$ cat src/rtl/bram32k_reader.sv
// bram32k_reader
//
// Read-side counterpart of the layer writeback path. Fetches packed 64-bit
// feature-map words from the two BRAM32k ports at a shared, incrementing
// address. Each word is unpacked into eight raw bytes, byte 0 (bits [7:0])
// first. Lane A (port 1) and lane B (port 2) bytes are streamed in lockstep.
// A two-word prefetch (current + next register) keeps the stream free of
// bubbles for BRAM_LAT of 1 or 2.
//
// Ports:
//   clk, rst           clock, synchronous active-high reset
//   start              one-cycle launch pulse (honoured only in IDLE)
//   base_addr          first word address, captured on start
//   word_cnt           number of words to read, captured on start
//   en_BRAM32k         read enable shared by both BRAM ports
//   addr_BRAM32k_1/_2  read address, identical on both ports
//   dout_BRAM32k_1/_2  read data, valid BRAM_LAT cycles after en_BRAM32k
//   out_valid          byteA/byteB/byte_idx/last are valid
//   out_ready          consumer accepts the current byte pair
//   byteA, byteB       raw signed bytes from lane A / lane B
//   byte_idx           position (0..7) of the pair within its word
//   last               pair is byte 7 of the final word
//   busy               transfer in progress
//   done               one-cycle completion pulse
//
// Handshake: a pair transfers on every rising clk edge where out_valid and
// out_ready are both high. While out_valid is high and out_ready is low,
// byteA, byteB, byte_idx and last hold stable and out_valid stays high.
// out_valid never depends combinationally on out_ready.

module bram32k_reader #(
    parameter int ADDR_W   = 12,
    parameter int DATA_W   = 64,
    parameter int BRAM_LAT = 1
) (
    input  logic              clk,
    input  logic              rst,
    input  logic              start,
    input  logic [ADDR_W-1:0] base_addr,
    input  logic [ADDR_W-1:0] word_cnt,
    output logic              en_BRAM32k,
    output logic [ADDR_W-1:0] addr_BRAM32k_1,
    output logic [ADDR_W-1:0] addr_BRAM32k_2,
    input  logic [DATA_W-1:0] dout_BRAM32k_1,
    input  logic [DATA_W-1:0] dout_BRAM32k_2,
    output logic              out_valid,
    input  logic              out_ready,
    output logic [7:0]        byteA,
    output logic [7:0]        byteB,
    output logic [2:0]        byte_idx,
    output logic              last,
    output logic              busy,
    output logic              done
);

    typedef enum logic [1:0] {
        IDLE = 2'd0,
        ZERO = 2'd1,
        RUN  = 2'd2,
        FIN  = 2'd3
    } stateT;

    stateT               state;
    logic [ADDR_W-1:0]   addrReg;     // address presented with the current/next read
    logic [ADDR_W-1:0]   issueLeft;   // words still to be requested
    logic [ADDR_W-1:0]   outLeft;     // words still to be delivered
    logic                enReg;
    logic                busyReg;
    logic                doneReg;
    logic                curFull;
    logic                nxtFull;
    logic [DATA_W-1:0]   cur1;
    logic [DATA_W-1:0]   cur2;
    logic [DATA_W-1:0]   nxt1;
    logic [DATA_W-1:0]   nxt2;
    logic [2:0]          byteIdx;
    logic [BRAM_LAT-1:0] tagPipe;     // bit k set: a read issued k+1 cycles ago
    logic [BRAM_LAT-1:0] tagNext;
    logic [2:0]          pendCnt;     // words held + reads in flight
    logic                arrive;
    logic                accept;
    logic                pop;
    logic                issue;

    always_comb begin
        tagNext    = tagPipe << 1;
        tagNext[0] = enReg;
    end

    always_comb begin
        pendCnt = {2'b00, curFull} + {2'b00, nxtFull} + {2'b00, enReg};
        for (int i = 0; i < BRAM_LAT; i++) begin
            pendCnt = pendCnt + {2'b00, tagPipe[i]};
        end
    end

    // The oldest tag marks the cycle in which dout carries the requested word.
    assign arrive = tagPipe[BRAM_LAT-1];
    assign accept = curFull && out_ready;
    assign pop    = accept && (byteIdx == 3'd7);

    // A word leaving at this edge is not credited, so the held + in-flight
    // total can never exceed two. The prefetch slack still covers BRAM_LAT=2.
    assign issue  = (state == RUN) && (issueLeft != '0) && (pendCnt < 3'd2);

    always_ff @(posedge clk) begin
        if (rst) begin
            state     <= IDLE;
            addrReg   <= '0;
            issueLeft <= '0;
            outLeft   <= '0;
            enReg     <= 1'b0;
            busyReg   <= 1'b0;
            doneReg   <= 1'b0;
            curFull   <= 1'b0;
            nxtFull   <= 1'b0;
            cur1      <= '0;
            cur2      <= '0;
            nxt1      <= '0;
            nxt2      <= '0;
            byteIdx   <= 3'd0;
            tagPipe   <= '0;
        end else begin
            enReg   <= 1'b0;
            tagPipe <= tagNext;

            // Address advances after each issued read; wraps naturally.
            if (enReg) begin
                addrReg <= addrReg + ADDR_W'(1);
            end

            if (accept) begin
                byteIdx <= byteIdx + 3'd1;
            end

            // Word buffers: a pop moves next into current, and a word arriving
            // in the same cycle drops into whichever slot is free afterwards.
            if (pop) begin
                if (nxtFull) begin
                    cur1    <= nxt1;
                    cur2    <= nxt2;
                    nxtFull <= arrive;
                    if (arrive) begin
                        nxt1 <= dout_BRAM32k_1;
                        nxt2 <= dout_BRAM32k_2;
                    end
                end else begin
                    curFull <= arrive;
                    if (arrive) begin
                        cur1 <= dout_BRAM32k_1;
                        cur2 <= dout_BRAM32k_2;
                    end
                end
            end else if (arrive) begin
                if (!curFull) begin
                    curFull <= 1'b1;
                    cur1    <= dout_BRAM32k_1;
                    cur2    <= dout_BRAM32k_2;
                end else begin
                    nxtFull <= 1'b1;
                    nxt1    <= dout_BRAM32k_1;
                    nxt2    <= dout_BRAM32k_2;
                end
            end

            case (state)
                IDLE: begin
                    doneReg <= 1'b0;
                    if (start) begin
                        addrReg   <= base_addr;
                        issueLeft <= word_cnt;
                        outLeft   <= word_cnt;
                        byteIdx   <= 3'd0;
                        busyReg   <= 1'b1;
                        if (word_cnt == '0) begin
                            // Empty transfer: busy and done share one cycle.
                            state   <= ZERO;
                            doneReg <= 1'b1;
                        end else begin
                            state <= RUN;
                        end
                    end
                end
                ZERO: begin
                    state   <= IDLE;
                    busyReg <= 1'b0;
                    doneReg <= 1'b0;
                end
                RUN: begin
                    if (issue) begin
                        enReg     <= 1'b1;
                        issueLeft <= issueLeft - ADDR_W'(1);
                    end
                    if (pop) begin
                        outLeft <= outLeft - ADDR_W'(1);
                        if (outLeft == ADDR_W'(1)) begin
                            state   <= FIN;
                            busyReg <= 1'b0;
                            doneReg <= 1'b1;
                        end
                    end
                end
                FIN: begin
                    state   <= IDLE;
                    doneReg <= 1'b0;
                end
                default: begin
                    state <= IDLE;
                end
            endcase
        end
    end

    // Byte select assumes an 8-byte word: index = byte_idx * 8.
    assign byteA          = cur1[{byteIdx, 3'b000} +: 8];
    assign byteB          = cur2[{byteIdx, 3'b000} +: 8];
    assign byte_idx       = byteIdx;
    assign out_valid      = curFull;
    assign last           = curFull && (byteIdx == 3'd7) && (outLeft == ADDR_W'(1));
    assign en_BRAM32k     = enReg;
    assign addr_BRAM32k_1 = addrReg;
    assign addr_BRAM32k_2 = addrReg;
    assign busy           = busyReg;
    assign done           = doneReg;

endmodule

$ cat config.mk
export PLATFORM = sky130hd
export DESIGN_NAME = bram32k_reader
export DESIGN_NICKNAME = d
export VERILOG_FILES = /design/src/rtl/bram32k_reader.sv
export SDC_FILE = /design/constraint.sdc
export NUM_CORES = 1
export LEC_CHECK = 0
export ABC_AREA = 1
export CELL_PAD_IN_SITES_DETAIL_PLACEMENT = 0
export CELL_PAD_IN_SITES_GLOBAL_PLACEMENT = 1
export CORE_ASPECT_RATIO = 1.4
export CORE_MARGIN = 10
export CORE_UTILIZATION = 42
export CTS_CLUSTER_DIAMETER = 200
export CTS_CLUSTER_SIZE = 40
export DETAILED_ROUTE_END_ITERATION = 8
export PLACE_DENSITY = 0.91
export RECOVER_POWER = 50
export SLEW_MARGIN = 5
export SYNTH_ARGS = -nofsm -noshare
export SYNTH_HDL_FRONTEND = slang
export SYNTH_SLANG_ARGS = --single-unit
$ cat constraint.sdc
create_clock -name clk -period 3.48 [get_ports clk]
set_input_delay 0.348 -clock clk [delete_from_list [all_inputs] [get_ports clk]]
set_output_delay 0.348 -clock clk [all_outputs]
set_load 0.01 [all_outputs]
==> flow_summary.toml <==
[logic_synthesis]
ys_ff_latch = 303
synthArstFlopShare_pct = 0
synth_nets = 2175
synth_top_cell_area_share_pct = 42.96
synth_top_cells_by_area = "dfxtp_1 (43%), nand2_1 (8.2%), o21ai_0 (6.5%), a31oi_1 (5.9%), a21oi_1 (5.7%)"
yosys_warnings = 0
synth_top_family_by_area = "compound AO/OA/AOI/OAI gates"
synthTopCellsByCount = "nand2_1 (310), dfxtp_1 (303), inv_1 (192)"
synthSimpleGateAreaFrac_pct = 19.32
syn_inst = 2008
syn_avg_cell_area_um2 = 7.032
ys_seq_area_share_pct = 42.96
synth_largest_area_cell = "dfxtp_1"
synth_edf_count = 0
yosysMostFrequentCell = "nand2_1"
synth_compound_area_share_pct = 25.19
synthFlopType = "dfxtp_1"
syn_area_um2 = 14120
synth-adder-area-share_pct = 1.028
synth_xor_area_share_pct = 0.5583
yosysUniqueCellTypes = 27
yosys-mux-area-fraction_pct = 0

[pwr]
combinationalPowerShare_pct = 32.3
p_seq_share_pct = 48.5
total_power_mw = 8.878
leakagePower_nw = 6.382
p_sw_mw = 3.197
p_int_mw = 5.682
ir_drop_mv = 0.3628
clockPowerShare_pct = 19.2
swShare_pct = 36.01
powerDensity_nw_per_um2 = 536.7

[sta]
finalSetupViolCount = 0
fmax_mhz = 326.9
relSlewSlack_pct = 26.13
drv_slew = 0
grt_setup_unrepaired = "false"
period_needed_ns = 3.059
fin_skew_ns = 0.03034
tightest_slew_ns = 1.108
hold_viol_final = 0
fin_crit_sh_pct = 87.89
setup_tns_ns = 0

[global_routing]
grt_util_all_layers_pct = 19.82
antenna_found_initial = 6
grt_pass1_wl_mm = 68.87
grt_max_degree = 130
grt_pass1_vias = 12820
grt_overflow_total = 0

[placement]
dpl.cell_count = 2507
postPlaceCellArea_um2 = 16270
place_hpwl_mm = 29.63
portBuffers = 203
gp_congestion = 0.9268

[worst_setup_path]
crit_path_start = "byte_idx[0]"
r2r-start = "byte_idx[0]"
crit_arrival_ns = 3.49
reg2reg_setup_slack_ns = 0.42
worstPathRequired_ns = 3.91
startpoint_type = "flop"
cp-end-kind = "flop"
crit_type = "reg2reg"
path_max_fanout = 129

[detailed_routing]
routed-via-count = 13760
viasPerCell = 5.460
route.detailed.drc = 0
antenna_left = 0
wire_per_inst_um = 17.47
routed_wl_mm = 44.03
dr.pass1.iters = 5
drt_iter0_drc = 1300

[floorplanning]
die_h_um = 236.9
coreArea_um2 = 33210
start_util_pct = 42.51
fp-row-count = 79
io_pins = 204
die_area_um2 = 41460
chipWidth_um = 175.0

[clock_tree]
cts-resized-gates = 0
clkSlewWorstSetupHoldPaths_ns = 0.16
cts_buffers = 11
clkSinkCount = 303
cts_tree = "done"
post-cts-setup-buffers = 0
htreeDepth = 1
clockRootBuffer = "clkbuf_16"
cts_buffer_depth = 3
cts_hold_buf = 0
clk_latency_ns = 0.51

[finish]
stdcell_area_um2 = 16540
finalNetCount = 2242
drive_above_1_share_pct = 2.361
syn2layout_area_growth_pct = 17.15
insertedDiodeCount = 0
fin_cells = 2520

[worst_hold_path]
hold_class = "in2reg"
hold_start = "dout_BRAM32k_1[60]"

[run_status]
status = "finished, final reports clean"

[flow_run]
drv_cap = 0
## worst paths after layout
path | end | depth (start not counted)
min | cur1[60] | 3
max reg2reg | cur1[27] | 9
max | cur1[27] | 9
min reg2reg | nxt1[49] | 2
## logic make-up (layout without fill, tap and decap cells)
logic type                 count (synthesis)  count (layout)
AOI/OAI and AO/OA                        652             652
xor gates and xnor gates                   9               9
adders and majority gates                 11              11
buffers and inverters                    372             439
DFF                                      303             303
and+or+nand+nor                          661             661
## state kept, by name (all words and copies together), names as in the netlist
register	count
nxt2	64
out_valid	1
nxt1	64
outLeft	12
state	2
issueLeft	12
cur2	64
nxtFull	1
arrive	1
cur1	64
addr_BRAM32k_1	12
busy	1
byte_idx	3
en_BRAM32k	1
done	1
## cell type report
cell class,instances,area (um2)
fill,3401,16670
multi-input combinational,1333,6525
sequential,303,6071
inverter,196,742.0
clock inverter,1,20.02
clock buffer,12,279.0
tap,445,556.8
timing repair buffer,230,2347
## per-layer routing
layer | GRT usage, % | part of all wire [%]
met1 | 23.79 | 41
met5 | 0 | 0.20
met2 | 34.93 | 50
met4 | 6.359 | 3.0
met3 | 3.536 | 5.6
## metrics by stage
step | setup slack, ns | utilization (%) | hold slack, ns
2_1_floorplan | 1.459 | - | 0.4171
3_3_place_gp | 1.058 | 48.98 | 0.4301
3_5_place_dp | 1.022 | 48.98 | 0.4344
4_1_cts | 0.5367 | 49.88 | 0.4087
5_1_grt | 0.1999 | 49.80 | 0.4229
6_report | 0.4213 | 49.80 | 0.4162
## worst max-delay path, cell delays in order (launching register included)
cell and delay (ns):
dfxtp_1 0.37, buf_4 0.26, ha_1 0.25, ha_1 0.19, nand2_1 0.18, clkinvlp_2 0.21, nand2_1 0.24, buf_6 0.83
nand2_1 0.11, a31oi_1 0.26
## power by group through the flow
stage	Combinational [mW]	Sequential (mW)	Clock [mW]
3_5_place_dp	2.90	4.38	0
2_1_floorplan	1.96	4.27	0
4_1_cts	2.91	4.31	1.76
6_report	2.87	4.30	1.71
5_1_grt	3.21	4.36	1.86
3_3_place_gp	2.85	4.37	0
## placed cells by master, fill, tap and decap left out, types with 2 or more instances in the layout
cell,instances
clkbuf_1,2
dfxtp_1,301
nor3_1,6
o21ai_0,196
nand4_1,5
inv_2,2
buf_12,9
xnor2_1,3
clkbuf_16,11
nor2_1,175
buf_4,16
inv_1,191
o32ai_1,32
dlygate4sd3_1,30
a21oi_1,161
o221ai_1,2
xor2_1,6
nand3b_1,3
clkdlybuf4s50_1,173
ha_1,10
nand2_1,312
nand3_1,155
o21ai_1,128
a31oi_1,133
or2_2,2
No activity file was read; power rests on OpenSTA's default activity.
